===== src/rtl/bcd_to_binary_sm_seq.sv =====
// Iterative signed-BCD to N-bit binary converter, one digit per clock, MSD first.
// Define BCD2BIN_TWOS_COMP_EN for a two's-complement result instead of sign-magnitude.
module bcd_to_binary_sm_seq #(
    parameter int DIGITS = 3,
    parameter int N      = 8
) (
    input  logic                      clk,
    input  logic                      reset,
    input  logic                      start,
    input  logic [4*(DIGITS+1)-1:0]   bcd_in,
    output logic                      busy,
    output logic                      done,
    output logic [N-1:0]              result,
    output logic                      invalid
);

    localparam int AW = 4 * DIGITS;
    localparam int CW = $clog2(DIGITS + 1);
    // When the magnitude field is at least as wide as the accumulator, no BCD value can overflow.
    localparam bit OVF_POSSIBLE = (N - 1) < AW;

    typedef enum logic [1:0] {
        S_IDLE = 2'd0,
        S_CONV = 2'd1,
        S_FIN  = 2'd2
    } state_t;

    state_t          state_q, state_d;
    logic [AW-1:0]   shreg_q, shreg_d;
    logic [AW-1:0]   acc_q, acc_d;
    logic [CW-1:0]   cnt_q, cnt_d;
    logic            sign_q, sign_d;
    logic            bad_q, bad_d;
    logic            done_q, done_d;
    logic [N-1:0]    result_q, result_d;
    logic            invalid_q, invalid_d;

    logic [3:0]      top_digit;
    logic [63:0]     mag_ext;
    logic [63:0]     pos_limit;
    logic            fin_ovf;
    logic [N-1:0]    fin_value;
    logic            sign_nibble_unused;

    assign sign_nibble_unused = ^bcd_in[AW+2:AW];
    assign top_digit          = shreg_q[AW-1 -: 4];

    always_ff @(posedge clk) begin
        if (reset) begin
            state_q   <= S_IDLE;
            shreg_q   <= '0;
            acc_q     <= '0;
            cnt_q     <= '0;
            sign_q    <= 1'b0;
            bad_q     <= 1'b0;
            done_q    <= 1'b0;
            result_q  <= '0;
            invalid_q <= 1'b0;
        end else begin
            state_q   <= state_d;
            shreg_q   <= shreg_d;
            acc_q     <= acc_d;
            cnt_q     <= cnt_d;
            sign_q    <= sign_d;
            bad_q     <= bad_d;
            done_q    <= done_d;
            result_q  <= result_d;
            invalid_q <= invalid_d;
        end
    end

    always_comb begin
        state_d = state_q;
        case (state_q)
            S_IDLE: if (start) state_d = S_CONV;
            S_CONV: if (cnt_q == CW'(1)) state_d = S_FIN;
            S_FIN:  state_d = S_IDLE;
            default: state_d = S_IDLE;
        endcase
    end

    always_comb begin
        mag_ext   = 64'(acc_q);
        pos_limit = (64'd1 << (N - 1)) - 64'd1;
`ifdef BCD2BIN_TWOS_COMP_EN
        // Negative side reaches one further than the positive side; -0 folds to 0.
        fin_ovf   = OVF_POSSIBLE && (sign_q ? (mag_ext > pos_limit + 64'd1) : (mag_ext > pos_limit));
        fin_value = sign_q ? (N'(0) - mag_ext[N-1:0]) : mag_ext[N-1:0];
`else
        fin_ovf   = OVF_POSSIBLE && (mag_ext > pos_limit);
        fin_value = {sign_q, mag_ext[N-2:0]};
`endif
    end

    always_comb begin
        shreg_d   = shreg_q;
        acc_d     = acc_q;
        cnt_d     = cnt_q;
        sign_d    = sign_q;
        bad_d     = bad_q;
        done_d    = 1'b0;
        result_d  = result_q;
        invalid_d = invalid_q;
        case (state_q)
            S_IDLE: begin
                if (start) begin
                    shreg_d = bcd_in[AW-1:0];
                    sign_d  = bcd_in[AW+3];
                    acc_d   = '0;
                    cnt_d   = CW'(DIGITS);
                    bad_d   = 1'b0;
                end
            end
            S_CONV: begin
                acc_d   = (acc_q << 3) + (acc_q << 1) + AW'(top_digit);
                shreg_d = shreg_q << 4;
                cnt_d   = cnt_q - CW'(1);
                if (top_digit > 4'd9) bad_d = 1'b1;
            end
            S_FIN: begin
                done_d    = 1'b1;
                invalid_d = bad_q | fin_ovf;
                result_d  = (bad_q | fin_ovf) ? '0 : fin_value;
            end
            default: ;
        endcase
    end

    always_comb begin
        busy    = (state_q == S_CONV) || (state_q == S_FIN);
        done    = done_q;
        result  = result_q;
        invalid = invalid_q;
    end

endmodule

===== config.mk =====
export PLATFORM = sky130hd
export DESIGN_NAME = bcd_to_binary_sm_seq
export DESIGN_NICKNAME = d
export VERILOG_FILES = /design/src/rtl/bcd_to_binary_sm_seq.sv
export SDC_FILE = /design/constraint.sdc
export NUM_CORES = 1
export LEC_CHECK = 0
export ABC_AREA = 1
export BUFFER_PORTS_ARGS = -buffer_cell sky130_fd_sc_hd__buf_2
export CAP_MARGIN = 30
export CORE_MARGIN = 2
export CORE_UTILIZATION = 50
export CTS_CLUSTER_SIZE = 25
export DETAILED_ROUTE_END_ITERATION = 7
export GPL_TIMING_DRIVEN = 0
export PLACE_DENSITY = 0.8
export SLEW_MARGIN = 20
export SYNTH_ARGS = -nofsm -noshare
export SYNTH_HDL_FRONTEND = slang
export SYNTH_SLANG_ARGS = --single-unit

===== constraint.sdc =====
create_clock -name clk -period 2.7 [get_ports clk]
set_clock_uncertainty 0.2 [all_clocks]
set_input_delay 0.81 -clock clk [delete_from_list [all_inputs] [get_ports clk]]
set_output_delay 0.81 -clock clk [all_outputs]
set_load 0.03 [all_outputs]

==> summary.md, run 1 <==
Die width: 69.8 um. Global route total overflow: 0. Wire segments on met2 add up to 2.17 mm in the final route.

The critical-path maximum fanout was 4; the max-slew violation count was 0. The number of nets handed over by synthesis was 334. The areal power density over the cells is 744 mW/mm2, and the cell area after technology mapping is 0.00217 mm2. The total of flip-flops plus latches after synthesis is 40, and the fraction of layout instances using a drive strength above 1 is 14.2%. Counting every sink on the clock net gives 40.

The logs give 53.0% for the starting density of the core and 801 um2 for the sequential cell area. Number of global-route vias before repair: 1893. The worst min-delay path class is register to register.

The reg-to-reg critical path endpoint is acc_q[8]. The minimum hold slack came out at 0.259 ns. Setup repair after global routing left no endpoint under its margin.

After detailed routing, the number of vias per cell comes to 5.25. The type of destination of the critical path is a register. The clock period minus final worst setup slack was 2.47 ns. The master of the slowest instance on the critical path was sky130_fd_sc_hd__fa_1.

Summed over all failing endpoints, the final setup total negative slack is 0 ns. For the pin with the worst max-slew slack, the measured transition is 0.530 ns. Sorting the synthesized cells by area gives the leading types as sky130_fd_sc_hd__dfxtp_1 (37%), sky130_fd_sc_hd__nand2_1 (17%), sky130_fd_sc_hd__ha_1 (13%). The first global-routing pass estimated 8.18 mm of wire. Aggregate global-route resource usage: 20.5%. TritonCTS built the clock tree.

The number of buffers inserted during clock tree synthesis is 5, and the sequential area share after synthesis is 37.0%. The filler cells instantiated in the layout total 374. The logs give 283 um for the met3 wire length and 2.49 ns for the arrival time of the worst setup path. The setup path with the least slack is of type register to register. The signal on the critical path passes through inv_1, fa_1, inv_1, fa_1, nand3_1, nand3_1, nand3_1, nand2_1, nand2_1, nand3_1, a21oi_1. The startpoint of the worst-slack reg-to-reg timing path was acc_q[0].

The leakage power of the design was 1.14 nW; the number of DRC violations after detailed routing was 0. The routed wirelength normalized by instance count is 12.5 um. The logs give 0 for the buffer count from post-CTS setup fixing and 12 for the maximum number of pins on one net before global-route repair.

The number of endpoints failing setup at the final stage is 0, and the number of antenna cells inserted is 0. The minimum setup slack among reg-to-reg paths is 0.23 ns, and the first-pass iteration count of the detailed router is 4. The critical hold path startpoint is cnt_q[1]. For this block, wires on met1 add up to 2.15 mm.

The number of failing hold endpoints at the final stage came out at 0. The area of the die is 0.00488 mm2. The root buffer cell chosen for the clock tree is sky130_fd_sc_hd__clkbuf_8.

For the worst-skew pair, the clock arrives at the later sink with an insertion delay of 0.29 ns. The area growth from synthesis to final layout works out to 12.2%. The run finished with clean final reports.

Routed wire length: 4.68 mm. Dominant cell type by area after synthesis: sky130_fd_sc_hd__dfxtp_1. The initialized floorplan defines 23 standard-cell rows. The timing-limited maximum frequency was 0.405 GHz; the number of placed I/O pins was 30. The die span in y is 69.8 um, and the data required time of the worst path is 2.72 ns. For the total area of multi-input combinational cells, the log shows 0.00122 mm2. The synthesized instance count came out at 291. Dividing the synthesized area by the synthesized cell count gives 7.45 um2. The peak per-stage delay on the critical path is 0.51 ns, and the maximum VDD drop is 577 uV. The number of hold buffers added after CTS was 0. CTS built an H-tree with a depth of 2. Buffers placed on the I/O ports in this run total 25. For this block, the via count after detailed routing is 1957. The highest routing layer actually used was met4. The wire-length estimate of the detail-placed layout is 3.57 mm. For the deepest clock path buffer count, the log shows 2.

Max-cap violations in this run came to 0. The worst hold path endpoint was cnt_q[1]. The synthesized netlist contains 27 unique library cells. In this design, the critical path's most frequently occurring cell is sky130_fd_sc_hd__nand3_1. Of the available clock period, the critical path in the final layout requires 91.5%.

The global placer's final weighted congestion was 0.825; the count of cells along the worst hold path was 2. For this run, the number of Yosys warnings is 0. The final net count is 366. The worst setup path is launched from a register. In this run the biggest area consumer among cell types represents 37.0% of the synthesized area.

Clock-pin slew was measured on the worst setup and hold paths at 0.07 ns. For this block, the initial DRC count from the detailed router was 109. The worst register-to-register path has a depth of 11. Post-cts gate resize count: 0. The worst pin sits at a relative slew slack of 64.7%.

The residual antenna-violating net count after detailed routing was 0. For the initial antenna violation count, the log shows 0. The core box area came out at 0.00409 mm2.
metrics by stage:
step / cells / worst slack, ns / util [%] / total power, mW / area (um2)
floorplan: 291 / 0.476 / - / 1.28 / 2170
global placement: 366 / 0.317 / 57.6 / 1.42 / 2350
detailed placement: 366 / 0.242 / 57.6 / 1.45 / 2350
CTS: 373 / 0.223 / 59.5 / 1.82 / 2430
global route: 373 / 0.0506 / 59.5 / 1.94 / 2430
finish: 373 / 0.229 / 59.5 / 1.81 / 2430
logic make-up (layout without fill, tap and decap cells):
logic type / count (synthesis) / in the layout / share of synthesized area [%]
AND/OR/NAND/NOR: 136 / 136 / 27.0
AO/OA/AOI/OAI: 54 / 54 / 13.7
flip-flops: 40 / 40 / 37.0
buffers and inverters: 35 / 67 / 6.93
adder cells (fa/ha/maj): 24 / 24 / 14.5
XOR/XNOR: 1 / 1 / 0.404
multiplexers: 1 / 1 / 0.462
report_power, final:
group          total, mW  internal, mW  switching [mW]
combinational      0.676         0.233           0.443
clock              0.371         0.176           0.196
sequential         0.761         0.694          0.0671
total               1.81          1.10           0.706
flip-flops by register name, indices dropped and copies added (netlist names):
signal and flops:
acc_q 12, cnt_q 2, done 1, invalid 1, sign_q 1, shreg_q 12, result 8, state_q 2
bad_q 1
layer usage:
metal / vias up / track usage [%]
li1: 1022 / -
met1: 872 / 26.3
met2: 53 / 34.2
met3: 10 / 4.51
met4: 0 / 6.62
met5: - / 0
cell usage after synthesis:
master / n
sky130_fd_sc_hd__xor2_1: 1
sky130_fd_sc_hd__nand2_1: 96
sky130_fd_sc_hd__fa_1: 2
sky130_fd_sc_hd__a21oi_1: 32
sky130_fd_sc_hd__buf_4: 5
sky130_fd_sc_hd__ha_1: 22
sky130_fd_sc_hd__nor2_1: 13
sky130_fd_sc_hd__mux2i_1: 1
sky130_fd_sc_hd__nor3_1: 1
sky130_fd_sc_hd__o21ai_0: 9
sky130_fd_sc_hd__nand3b_1: 3
sky130_fd_sc_hd__nor2_2: 2
sky130_fd_sc_hd__o21ai_2: 1
sky130_fd_sc_hd__o22ai_1: 1
sky130_fd_sc_hd__nor2_4: 1
sky130_fd_sc_hd__o21a_1: 1
sky130_fd_sc_hd__nand4_1: 2
sky130_fd_sc_hd__inv_1: 23
sky130_fd_sc_hd__inv_2: 3
sky130_fd_sc_hd__clkbuf_1: 4
sky130_fd_sc_hd__nand3_1: 16
sky130_fd_sc_hd__a211oi_2: 1
sky130_fd_sc_hd__a21o_1: 1
sky130_fd_sc_hd__nor3_2: 1
sky130_fd_sc_hd__dfxtp_1: 40
sky130_fd_sc_hd__nor4_4: 1
sky130_fd_sc_hd__a31oi_1: 8
worst max path at each step:
stage,cells past startpoint,startpoint,endpoint
finish,11,acc_q[0],acc_q[8]
global route,11,acc_q[0],acc_q[8]
CTS,11,acc_q[0],acc_q[8]
detailed placement,11,acc_q[0],acc_q[8]
global placement,10,acc_q[0],acc_q[10]
floorplan,10,acc_q[0],acc_q[8]
worst max-delay path, delay by kind of cell (launching register included):
family / cells / cell delay (ns)
AO/OA/AOI/OAI: 1 / 0.12
adder cells (fa/ha/maj): 2 / 0.97
buffers and inverters: 2 / 0.16
flip-flops: 1 / 0.41
AND/OR/NAND/NOR: 6 / 0.55
cells in the final DEF (no fill, tap or decap), drive strengths merged:
master  Yosys  routed
a31oi       8       8
inv        26      26
nand4       2       2
nand2      96      96
a21o        1       1
a21oi      32      32
o22ai       1       1
o21ai      10      10
a211oi      1       1
clkinv      0       1
nor4        1       1
nand3b      3       3
clkbuf      4      10
mux2i       1       1
nor2       16      16
xor2        1       1
fa          2       2
nor3        2       2
o21a        1       1
dfxtp      40      40
nand3      16      16
buf         5      30
ha         22      22
final cells by class:
| cell class | instances | share of cell area (%) |
|---|---|---|
| clock buffers | 6 | 2.98 |
| plain buffers | 9 | 2.16 |
| well taps | 50 | 2.57 |
| clock inverters | 1 | 0.206 |
| inverters | 26 | 4.01 |
| multi-input cells | 216 | 50.0 |
| flip-flops and latches | 40 | 32.9 |
| repair buffers | 25 | 5.14 |
(Power assumes the default switching activity.)
==> run 2: changes to the inputs <==
--- a/config.mk
+++ b/config.mk
@@ -14,6 +14,7 @@
 export DETAILED_ROUTE_END_ITERATION = 7
 export GPL_TIMING_DRIVEN = 0
 export PLACE_DENSITY = 0.8
+export RECOVER_POWER = 100
 export SLEW_MARGIN = 20
 export SYNTH_ARGS = -nofsm -noshare
 export SYNTH_HDL_FRONTEND = slang
==> summary.md, run 2 (synthesis results as in run 1) <==
Setup repair after global routing left no endpoint under its margin. For this design the static power due to leakage is 1.09 nW. The H-tree level count was 2; the initial antenna violation count was 0. After detailed routing, the average wire length per cell comes to 12.4 um. The residual antenna-violating net count after detailed routing came out at 0. The run gives 0.00488 mm2 as the area of the die. The flow ran to the end, and the final reports show no timing, DRC or antenna violations.

The core box area was 0.00409 mm2. Total number of placement rows: 23. Derived from the worst setup path, the maximum achievable clock frequency is 0.404 GHz. The maximum number of pins on one net before global-route repair is 12, and the first-iteration detailed-routing DRC count is 101. STA puts the critical path data arrival time at 2.49 ns. Global routing used 20.5% of the available tracks. The first global-routing pass estimated 8.18 mm of wire. At the worst endpoint, the required time is 2.72 ns. After global routing the overflow that remains totals 0. The critical-path maximum fanout came out at 4.

Of the available clock period, the critical path in the final layout requires 91.6%. The number of buffers inserted during clock tree synthesis was 5. After detailed routing, the number of vias per cell comes to 5.30. Before antenna repair, the detailed router went through 4 iterations. The most common cell after layout, fill and taps aside is sky130_fd_sc_hd__nand2_1.

After clock tree synthesis, the clock-pin slew on the worst setup and hold paths is 0.07 ns. The number of global-route vias before repair came out at 1893. The tools report the vias after detailed routing as 1978. Measured against its own limit, the worst slew margin works out to 14.5%.

The deepest clock path buffer count is 2. Relative to the synthesized area, the layout overhead comes to 10.2%. Clock latency on the worst-skew pair, taken at its later pin, is 0.29 ns. The number of antenna cells inserted came out at 0.

The worst-case IR drop observed on VDD is 541 uV. STA classifies the critical path endpoint as a register. The die width came out at 69.8 um. Setup total negative slack on the finished layout was measured at 0 ns. The max-slew violation count was 0.

The global placer's final weighted congestion came out at 0.825. For the number of failing hold endpoints at the final stage, the log shows 0. The initial utilization of the core area, before any placement, comes to 53.0%. The tools report the routed wire length as 4.64 mm.

In this run, post-CTS repair resized a total of 0 instances. The run gives 0 as the buffer count from post-CTS setup fixing. Summed over all nets, the half-perimeter wirelength after detailed placement is 3.57 mm. The worst min-delay path class is register to register. 30 I/O pins were placed.

For the hold buffer count at cts, the log shows 0. Counting every sink on the clock net gives 40. TritonCTS built the clock tree. After layout, the minimum clock period comes to 2.47 ns.

Critical path launch point type: a register. The minimum hold slack is 0.259 ns. The tree is rooted in a sky130_fd_sc_hd__clkbuf_8. The final net count is 366, and the number of buffer cells added on primary ports is 25. The transition time at the pin with the least slew margin was 1.27 ns; the fraction of layout instances using a drive strength above 1 was 8.98%. In the layout the commonest cells are sky130_fd_sc_hd__nand2_1 (96), sky130_fd_sc_hd__dfxtp_1 (40), sky130_fd_sc_hd__a21oi_1 (32), sky130_fd_sc_hd__inv_1 (25), sky130_fd_sc_hd__ha_1 (22).

Critical path class: register to register. The number of maximum-capacitance constraint violations was 0; the number of endpoints failing setup at the final stage was 0. Measured along the y axis, the die boundary spans 69.8 um.

For the number of DRC violations after detailed routing, the log shows 0. Dividing total power by cell area gives a power density of 736 mW/mm2.
[run 2: changes by cell type in the layout (fill, tap and decap cells not counted), sizes merged]
cell,previous run,this run
clkbuf,10,25
buf,30,15
[run 2: path summary, 6_finish.rpt]
kind / startpoint / end / slack (ns) / cells after the start
min: cnt_q[1] / cnt_q[1] / 0.26 / 2
min reg2reg: cnt_q[1] / cnt_q[1] / 0.26 / 2
max: acc_q[0] / acc_q[8] / 0.23 / 11
max reg2reg: acc_q[0] / acc_q[8] / 0.23 / 11
[run 2: area by class of cell]
cell class | count | area [um2]
Sequential cell | 40 | 801
Tap cell | 50 | 62.6
Inverter | 26 | 97.6
Timing Repair Buffer | 25 | 111
Clock buffer | 6 | 72.6
Clock inverter | 1 | 5.00
Multi-Input combinational cell | 216 | 1200
Fill cell | 390 | 1700
Buffer | 9 | 40.0
[run 2: where the power goes]
| part | total (mW) | switching [mW] | internal, mW | leakage (nW) |
|---|---|---|---|---|
| Clock | 0.371 | 0.195 | 0.176 | 0.0410 |
| Sequential | 0.760 | 0.0662 | 0.694 | 0.326 |
| Combinational | 0.627 | 0.432 | 0.194 | 0.719 |
[run 2: per-stage QoR]
step | instances | setup WS, ns | power [mW] | util, % | cell area (um2)
final | 373 | 0.227 | 1.76 | 58.4 | 2390
after global routing | 373 | 0.0505 | 1.89 | 58.4 | 2390
after CTS | 373 | 0.223 | 1.82 | 59.5 | 2430
after detailed placement | 366 | 0.242 | 1.45 | 57.6 | 2350
after global placement | 366 | 0.317 | 1.42 | 57.6 | 2350
after floorplan | 291 | 0.476 | 1.28 | - | 2170
[run 2: metal layers]
layer / up-vias / global-route usage [%] / share of wire, % / routed length [um]
met3: 10 / 4.51 / 4.9 / 225
li1: 1026 / - / - / -
met2: 50 / 34.2 / 46 / 2160
met5: - / 0 / 0 / 0
met4: 0 / 6.62 / 1.5 / 71
met1: 892 / 26.3 / 47 / 2190
[run 2: worst max-delay path, stage by stage, from the launching register on]
cell,delay (ns)
sky130_fd_sc_hd__dfxtp_1,0.41
sky130_fd_sc_hd__inv_1,0.09
sky130_fd_sc_hd__fa_1,0.51
sky130_fd_sc_hd__inv_1,0.07
sky130_fd_sc_hd__fa_1,0.46
sky130_fd_sc_hd__nand3_1,0.13
sky130_fd_sc_hd__nand3_1,0.12
sky130_fd_sc_hd__nand3_1,0.12
sky130_fd_sc_hd__nand2_1,0.06
sky130_fd_sc_hd__nand2_1,0.06
sky130_fd_sc_hd__nand3_1,0.06
sky130_fd_sc_hd__a21oi_1,0.12
